### src/rtl/vend_credit_ctrl.sv
// Credit/vend controller: accumulates coin credit, grants a vend when credit covers PRICE,
// returns change over a valid/ack handshake. Define SALES_COUNT_EN to add a saturating sales_cnt output.
//
// state   | meaning
// IDLE    | no credit held, waiting for the first coin
// COLLECT | credit held, accepting coins, select and cancel
// VEND    | one-cycle dispense, credit already reduced by PRICE
// CHANGE  | change_amt presented with change_valid until change_ack
module vend_credit_ctrl #(
  parameter int PRICE      = 35,
  parameter int MAX_CREDIT = 95,
  parameter int CREDIT_W   = 7
) (
  input  logic                clk,
  input  logic                rst_n,
  input  logic                coin_valid,
  input  logic [1:0]          coin_type,
  input  logic                select,
  input  logic                cancel,
  input  logic                stock_empty,
  input  logic                change_ack,
  output logic                coin_ready,
  output logic [CREDIT_W-1:0] credit,
  output logic                dispense,
  output logic                change_valid,
  output logic [CREDIT_W-1:0] change_amt,
  output logic                coin_reject,
  output logic                deny
`ifdef SALES_COUNT_EN
  ,
  output logic [15:0]         sales_cnt
`endif
);

  typedef enum logic [1:0] {
    IDLE    = 2'd0,
    COLLECT = 2'd1,
    VEND    = 2'd2,
    CHANGE  = 2'd3
  } state_t;

  state_t              state_q, state_d;
  logic [CREDIT_W-1:0] credit_q, credit_d;
  logic [CREDIT_W-1:0] change_amt_q, change_amt_d;
  logic                coin_ready_q, coin_ready_d;
  logic                dispense_q, dispense_d;
  logic                change_valid_q, change_valid_d;
  logic                coin_reject_q, coin_reject_d;
  logic                deny_q, deny_d;
`ifdef SALES_COUNT_EN
  logic [15:0]         sales_cnt_q, sales_cnt_d;
`endif

  logic [CREDIT_W-1:0] coin_val;
  logic [CREDIT_W:0]   coin_sum;
  logic                coin_open;
  logic                coin_ok;
  logic                honoured;

  always_comb begin
    coin_val = '0;
    case (coin_type)
      2'b00:   coin_val = CREDIT_W'(5);
      2'b01:   coin_val = CREDIT_W'(10);
      2'b10:   coin_val = CREDIT_W'(25);
      default: coin_val = '0;
    endcase
  end

  // One extra bit so the MAX_CREDIT check sees the true sum.
  assign coin_sum  = {1'b0, credit_q} + {1'b0, coin_val};
  assign coin_open = (state_q == IDLE) || (state_q == COLLECT);
  assign coin_ok   = (coin_type != 2'b11) && (coin_sum <= (CREDIT_W+1)'(MAX_CREDIT));

  always_comb begin
    state_d        = state_q;
    credit_d       = credit_q;
    change_amt_d   = change_amt_q;
    change_valid_d = change_valid_q;
    dispense_d     = 1'b0;
    coin_reject_d  = 1'b0;
    deny_d         = 1'b0;
    honoured       = 1'b0;

    unique case (state_q)
      IDLE: begin
        if (select) deny_d = 1'b1;
      end
      COLLECT: begin
        if (cancel) begin
          honoured       = 1'b1;
          state_d        = CHANGE;
          change_valid_d = 1'b1;
          change_amt_d   = credit_q;
        end else if (select) begin
          if ((credit_q >= CREDIT_W'(PRICE)) && !stock_empty) begin
            honoured   = 1'b1;
            state_d    = VEND;
            dispense_d = 1'b1;
            credit_d   = credit_q - CREDIT_W'(PRICE);
          end else begin
            deny_d = 1'b1;
          end
        end
      end
      VEND: begin
        if (credit_q != '0) begin
          state_d        = CHANGE;
          change_valid_d = 1'b1;
          change_amt_d   = credit_q;
        end else begin
          state_d = IDLE;
        end
      end
      CHANGE: begin
        if (change_ack && change_valid_q) begin
          state_d        = IDLE;
          change_valid_d = 1'b0;
          credit_d       = '0;
        end
      end
    endcase

    // A coin loses to an honoured cancel/select but rides along with a denied select.
    if (coin_valid) begin
      if (coin_open && !honoured && coin_ok) begin
        credit_d = coin_sum[CREDIT_W-1:0];
        if (state_q == IDLE) state_d = COLLECT;
      end else begin
        coin_reject_d = 1'b1;
      end
    end

    coin_ready_d = (state_d == IDLE) || (state_d == COLLECT);
  end

`ifdef SALES_COUNT_EN
  always_comb begin
    sales_cnt_d = sales_cnt_q;
    if (dispense_d && (sales_cnt_q != 16'hFFFF)) sales_cnt_d = sales_cnt_q + 16'd1;
  end
`endif

  always_ff @(posedge clk) begin
    if (!rst_n) begin
      state_q        <= IDLE;
      credit_q       <= '0;
      change_amt_q   <= '0;
      coin_ready_q   <= 1'b1;
      dispense_q     <= 1'b0;
      change_valid_q <= 1'b0;
      coin_reject_q  <= 1'b0;
      deny_q         <= 1'b0;
`ifdef SALES_COUNT_EN
      sales_cnt_q    <= '0;
`endif
    end else begin
      state_q        <= state_d;
      credit_q       <= credit_d;
      change_amt_q   <= change_amt_d;
      coin_ready_q   <= coin_ready_d;
      dispense_q     <= dispense_d;
      change_valid_q <= change_valid_d;
      coin_reject_q  <= coin_reject_d;
      deny_q         <= deny_d;
`ifdef SALES_COUNT_EN
      sales_cnt_q    <= sales_cnt_d;
`endif
    end
  end

  assign coin_ready   = coin_ready_q;
  assign credit       = credit_q;
  assign dispense     = dispense_q;
  assign change_valid = change_valid_q;
  assign change_amt   = change_amt_q;
  assign coin_reject  = coin_reject_q;
  assign deny         = deny_q;
`ifdef SALES_COUNT_EN
  assign sales_cnt    = sales_cnt_q;
`endif

endmodule

### config.mk
export PLATFORM = sky130hd
export DESIGN_NAME = vend_credit_ctrl
export DESIGN_NICKNAME = d
export VERILOG_FILES = /design/src/rtl/vend_credit_ctrl.sv
export SDC_FILE = /design/constraint.sdc
export NUM_CORES = 1
export LEC_CHECK = 0
export CAP_MARGIN = 25
export CORE_ASPECT_RATIO = 0.9
export CORE_UTILIZATION = 25
export DETAILED_ROUTE_END_ITERATION = 8
export SETUP_SLACK_MARGIN = 0.05
export SLEW_MARGIN = 20
export SYNTH_ARGS = -nofsm -noshare
export SYNTH_HDL_FRONTEND = slang
export SYNTH_SLANG_ARGS = --single-unit
### constraint.sdc
create_clock -name clk -period 2.9 [get_ports clk]
set_input_delay 0.435 -clock clk [delete_from_list [all_inputs] [get_ports clk]]
set_output_delay 0.435 -clock clk [all_outputs]
set_load 0.01 [all_outputs]
==> results.toml, run 1 <==
[global_route]
grt_max_degree = 16
grt_overflow_total = 0
first_global_vias = 1291
antenna_found_initial = 0
track_usage = 0.133
grt_pass1_wl_um = 6130

[cts]
tritoncts = "done"
ctsRootBufferMaster = "clkbuf_8"
htree_levels = 1
clk_latency_ps = 270
clock_sinks = 21
postCtsHoldBufs = 0
cts_max_path_buffers = 2
clk_pin_slew_ps = 80
numCtsBuffers = 3

[synthesis]
synthXorXnorAreaFrac = 0.0245
synthCells = 169
synthArstFlopShare = 0
yosys.area_share.simple = 0.232
yosysWarnings = 0
synth_top_family_by_area = "simple AND/OR/NAND/NOR gates"
synth-main-ff-cell = "dfxtp_1"
syn-num-nets = 191
ys_types = 47
synth_fa_ha_area_frac = 0.119
synth-edff-count = 0
synthMuxAreaShare = 0.0568
synth_area_um2 = 1430
seq_area_frac_synth = 0.294
synth_compound_area_frac = 0.226
yosys_register_bits = 21
avgSynthCellArea_um2 = 8.47

[sta]
tightest_slew_ps = 731
slew_headroom = 0.500
finalHoldViolCount = 0
drv_slew = 0
fin_tns_setup_ps = 0
finalCriticalPeriod_ps = 2510
hold_ws_ps = 500
fin_ws_ps = 394
finalCritPeriodShare = 0.864
fmax_mhz = 399
finalSetupViolations = 0
skew_ps = 2.96
rsz0062_at_grt = "no"

[cells_and_area]
diodes = 0
finalNetCount = 237
drive_gt1_frac = 0.196
stdcell_area_um2 = 2000
final_common_cell = "clkdlybuf4s50_1"
final_util = 0.372
layout_common_cells = "clkdlybuf4s50_1 (25), dfxtp_1 (21), buf_4 (21), nor2_1 (17), nand2_1 (15)"
fin_cells = 281
syn_to_final_growth_pct = 39.7

[drt]
avgViaCountPerCell = 4.93
vias = 1385
wirelength_um = 3940
drtIter0Drc = 86
antenna_left = 0
wl_per_cell_um = 14.0
drc = 0
first_pass_iters = 4

[floorplan]
fp.coreArea_um2 = 5380
die_w_um = 81.8
io_pins = 28
rows = 25
die_area_um2 = 6030
die_h_um = 73.8
start_util = 0.266

[setup_path]
endpoint_kind = "flip-flop"
rrSetupSlack_ps = 500
start_kind = "input pin"
cp.arrival_ps = 2640
required_ps = 3030
critPathKind = "input pin to flip-flop"
cp_max_fo = 5

[outcome]
status = "finished, final reports clean"

[power]
leakage_nw = 0.831
total_power_mw = 1.02
powerDensity_nw_per_um2 = 509
vdd_drop_max_v = 0.000265

[run]
cap_violations = 0

[placed_design]
dpl_cell_area_um2 = 1890
place_congestion = 0.829
dp_hpwl_um = 2970
io_buffer_count = 27
pre_cts_ws_ps = -347
placedCellCount = 275

[worst_hold_path]
min-delay-path-class = "flip-flop to flip-flop"
-- flip-flops by register name, summed over array words and instances (netlist names) --
register / count
coin_reject: 1
state_q: 2
dispense: 1
coin_ready: 1
deny: 1
credit: 7
change_valid: 1
change_amt: 7
-- layer usage --
layer | track usage | up-vias | routed length (µm) | share of wire
met5 | 0 | - | 0 | 0
met4 | 0.0175 | 0 | 10 | 0.0025
met3 | 0.0311 | 2 | 173 | 0.044
met2 | 0.210 | 29 | 1770 | 0.45
met1 | 0.185 | 644 | 1990 | 0.50
li1 | - | 710 | - | -
-- final timing paths --
check / from / endpoint / depth (start not counted)
worst max register to register: credit[0] / credit[2] / 6
worst min register to register: change_amt[3] / change_amt[3] / 2
worst min-delay path: change_amt[3] / change_amt[3] / 2
worst max-delay path: coin_type[0] / credit[1] / 13
-- final cells by class --
cell class / count / area, µm²
Fill cell: 555 / 3380
Multi-Input combinational cell: 132 / 982
Timing Repair Buffer: 48 / 433
Sequential cell: 21 / 420
Tap cell: 67 / 83.8
Clock buffer: 3 / 41.3
Inverter: 9 / 33.8
Clock inverter: 1 / 5.00
-- report_power, final --
group	internal (mW)	switching (mW)
clock	0.0960	0.102
sequential	0.322	0.0476
combinational	0.215	0.235
total	0.632	0.385
-- worst max-delay path: stages --
cell and delay, ps:
dlymetal6s2s_1 140, buf_4 140, ha_1 210, nor2_1 120
ha_2 200, fa_2 230, a21oi_4 60, or3_1 360
o21ai_2 140, a21oi_1 90, buf_4 160, a221oi_1 280
nor3_1 70
-- cell usage after synthesis, drive strengths merged (2+ instances only) --
cell type	number	area share
inv	9	0.024
o21ai	10	0.045
a21oi	13	0.045
and3	2	0.0087
a221oi	2	0.012
mux2i	7	0.049
a2111oi	3	0.027
nand2	15	0.039
nand3	5	0.026
nand4	2	0.0087
nor2b	2	0.0087
nor2	17	0.045
o211a	2	0.014
nor3	10	0.035
dfxtp	21	0.29
a311oi	2	0.012
clkbuf	6	0.017
a211oi	2	0.014
nand2b	3	0.013
ha	12	0.10
xor2	3	0.018
a31oi	2	0.0087
-- timing repair --
| action | in CTS | in global routing |
|---|---|---|
| resized for setup | 4 | 9 |
| cloned | 0 | 0 |
| pin swaps | 3 | 5 |
| buffers inserted | 1 | 1 |
| endpoints found under the setup margin | 8 | 9 |
-- kinds of logic (layout without fill, tap and decap cells) --
| kind of cell | Yosys count | after routing |
|---|---|---|
| and+or+nand+nor | 63 | 63 |
| xor gates and xnor gates | 4 | 4 |
| adders and majority gates | 13 | 13 |
| AOI/OAI and AO/OA | 44 | 44 |
| DFF | 21 | 21 |
| buffers and inverters | 16 | 61 |
| muxes | 8 | 8 |
(Power assumes the default switching activity.)
==> inputs of run 2 (changes only) <==
--- a/config.mk
+++ b/config.mk
@@ -7,10 +7,13 @@
 export LEC_CHECK = 0
 export CAP_MARGIN = 25
 export CORE_ASPECT_RATIO = 0.9
-export CORE_UTILIZATION = 25
+export CORE_UTILIZATION = 53
+export CTS_BUF_LIST = sky130_fd_sc_hd__clkbuf_2
 export DETAILED_ROUTE_END_ITERATION = 8
+export PLACE_DENSITY = 0.82
 export SETUP_SLACK_MARGIN = 0.05
 export SLEW_MARGIN = 20
 export SYNTH_ARGS = -nofsm -noshare
 export SYNTH_HDL_FRONTEND = slang
 export SYNTH_SLANG_ARGS = --single-unit
+export TNS_END_PERCENT = 30
==> run 2 against run 1 <==
  * The run now ends with design-rule violations left
  * Total power fell by 7.0%
  * Non-clock buffer count fell by 5
  * Highest routed layer unchanged
  * Core utilization grew 38 points
  * Combinational power is 4% lower
  * Critical path type unchanged
  * Hold slack improved by 18 ps
  * Design area shrank 5.4%
  * Global-route usage rose by 14 points
  * Largest power group unchanged
==> results.toml, run 2 (synthesis results as in run 1) <==
[sta]
hold_ws_ps = 519
slew_headroom = 0.505
finalCritPeriodShare = 0.963
rsz0062_at_grt = "yes"
finalCriticalPeriod_ps = 2790
finalSetupViolations = 0
fmax_mhz = 358
drv_slew = 0
fin_ws_ps = 109
tightest_slew_ps = 724
skew_ps = 23.1
finalHoldViolCount = 0

[floorplan]
die_w_um = 56.8
fp.coreArea_um2 = 2510
die_area_um2 = 2910
start_util = 0.570
io_pins = 28
rows = 17
die_h_um = 51.3

[cells_and_area]
final_util = 0.754
layout_common_cells = "clkdlybuf4s50_1 (27), dfxtp_1 (21), buf_4 (16), nand2_1 (15), nor2_1 (15)"
finalNetCount = 232
final_common_cell = "clkdlybuf4s50_1"
multi_input_area_um2 = 992
syn_to_final_growth_pct = 32.2
fin_cells = 237
diodes = 0
seqCellArea_um2 = 420
drive_gt1_frac = 0.182
fillers = 196

[cts]
numCtsBuffers = 3
cts_setup_buffers = 0
clk_pin_slew_ps = 210
ctsRootBufferMaster = "clkbuf_2"
htree_levels = 1
cts_max_path_buffers = 2
clock_sinks = 21
postCtsHoldBufs = 0
tritoncts = "done"
clk_latency_ps = 330

[setup_path]
r2r-start = "credit[1]"
max_stage_delay_ps = 480
cp-endpoint = "state_q[0]"
cp_max_fo = 4
path_cells = "clkdlybuf4s50_1, inv_1, buf_4, ha_1, ha_1, a21oi_1, o221ai_2, and2_2, a21o_1, or4_1, a31oi_1"
start_kind = "input pin"
reg2reg_depth = 7
crit_start = "coin_type[0]"
crit_top_cell = "ha_1"
rrSetupSlack_ps = 460
endpoint_kind = "flip-flop"
required_ps = 3180
cp.arrival_ps = 3070
critPathKind = "input pin to flip-flop"
r2r_end = "credit[0]"
critPathSlowestCell = "clkdlybuf4s50_1"

[drt]
wirelength_um = 3870
avgViaCountPerCell = 6.23
drtIter0Drc = 98
vias = 1477
wl_per_cell_um = 16.3
first_pass_iters = 6
drc = 6
antenna_left = 0

[power]
total_power_mw = 0.946
powerDensity_nw_per_um2 = 500
vdd_drop_max_v = 0.000309
leakage_nw = 0.777

[global_route]
grt_use_met2 = 0.474
grt_use_met3 = 0.0759
first_global_vias = 1371
track_usage = 0.277
grt_max_degree = 17
grt_overflow_total = 0
antenna_found_initial = 0
grt_pass1_wl_um = 6170
grt_busiest_layer = "met2"
gr-usage-met1 = 0.338

[placed_design]
place_congestion = 0.885
placedCellCount = 233
pre_cts_ws_ps = -373
io_buffer_count = 27
dp_hpwl_um = 2890

[worst_hold_path]
min-delay-path-class = "flip-flop to flip-flop"

[outcome]
status = "finished, violations left"
violations = "design-rule violations"

[run]
cap_violations = 0
run 2: cell count changes in the layout (fill, tap and decap cells not counted), sizes merged:
cell	before	now
clkbuf	3	4
buf	21	16
dlymetal6s2s	2	0
clkinv	1	0
clkdlybuf4s50	25	27
run 2: area by class of cell:
class                      count  area share
clock buffer                   4      0.0106
inverter                       9      0.0179
multi-input combinational    132       0.524
sequential                    21       0.222
tap                           28      0.0185
timing repair buffer          43       0.206
run 2: how the worst min path moves through the flow:
stage,from,end,slack [ps],cells after the start
global placement,change_amt[6],change_amt[6],480,2
global route,change_amt[2],change_amt[2],550,2
floorplan,rst_n,coin_ready,520,1
finish,change_amt[3],change_amt[3],520,2
detailed placement,change_amt[0],change_amt[0],490,2
CTS,change_amt[3],change_amt[3],530,2
run 2: per-layer routing:
layer / routed length [µm] / vias up
met3: 331 / 10
met5: 0 / -
met1: 1620 / 681
met2: 1860 / 85
met4: 65 / 0
li1: - / 701
run 2: worst max-delay path, delay by kind of cell:
family | cells | cell delay (ps)
compound gates | 4 | 740
fa+ha+maj | 2 | 540
buf+inv | 3 | 680
simple gates | 2 | 660
run 2: through the flow:
step / instance area, µm² / TNS [ps]
final: 1890 / 0
after global routing: 1890 / 0
after global placement: 1820 / -1260
after CTS: 1850 / 0
after floorplan: 1430 / 0
after detailed placement: 1820 / -2590
run 2: timing repair:
item                                   in CTS  in global routing
gates resized for setup                     2                 10
setup endpoints to repair                   4                  8
endpoints found under the hold margin       0                  0
cloned                                      0                  0
pin swaps                                   1                  0
run 2: power by group:
group | total (mW) | internal (mW) | switching (mW)
logic | 0.432 | 0.210 | 0.222
clock network | 0.125 | 0.0365 | 0.0888
registers | 0.389 | 0.322 | 0.0673
total | 0.946 | 0.568 | 0.378
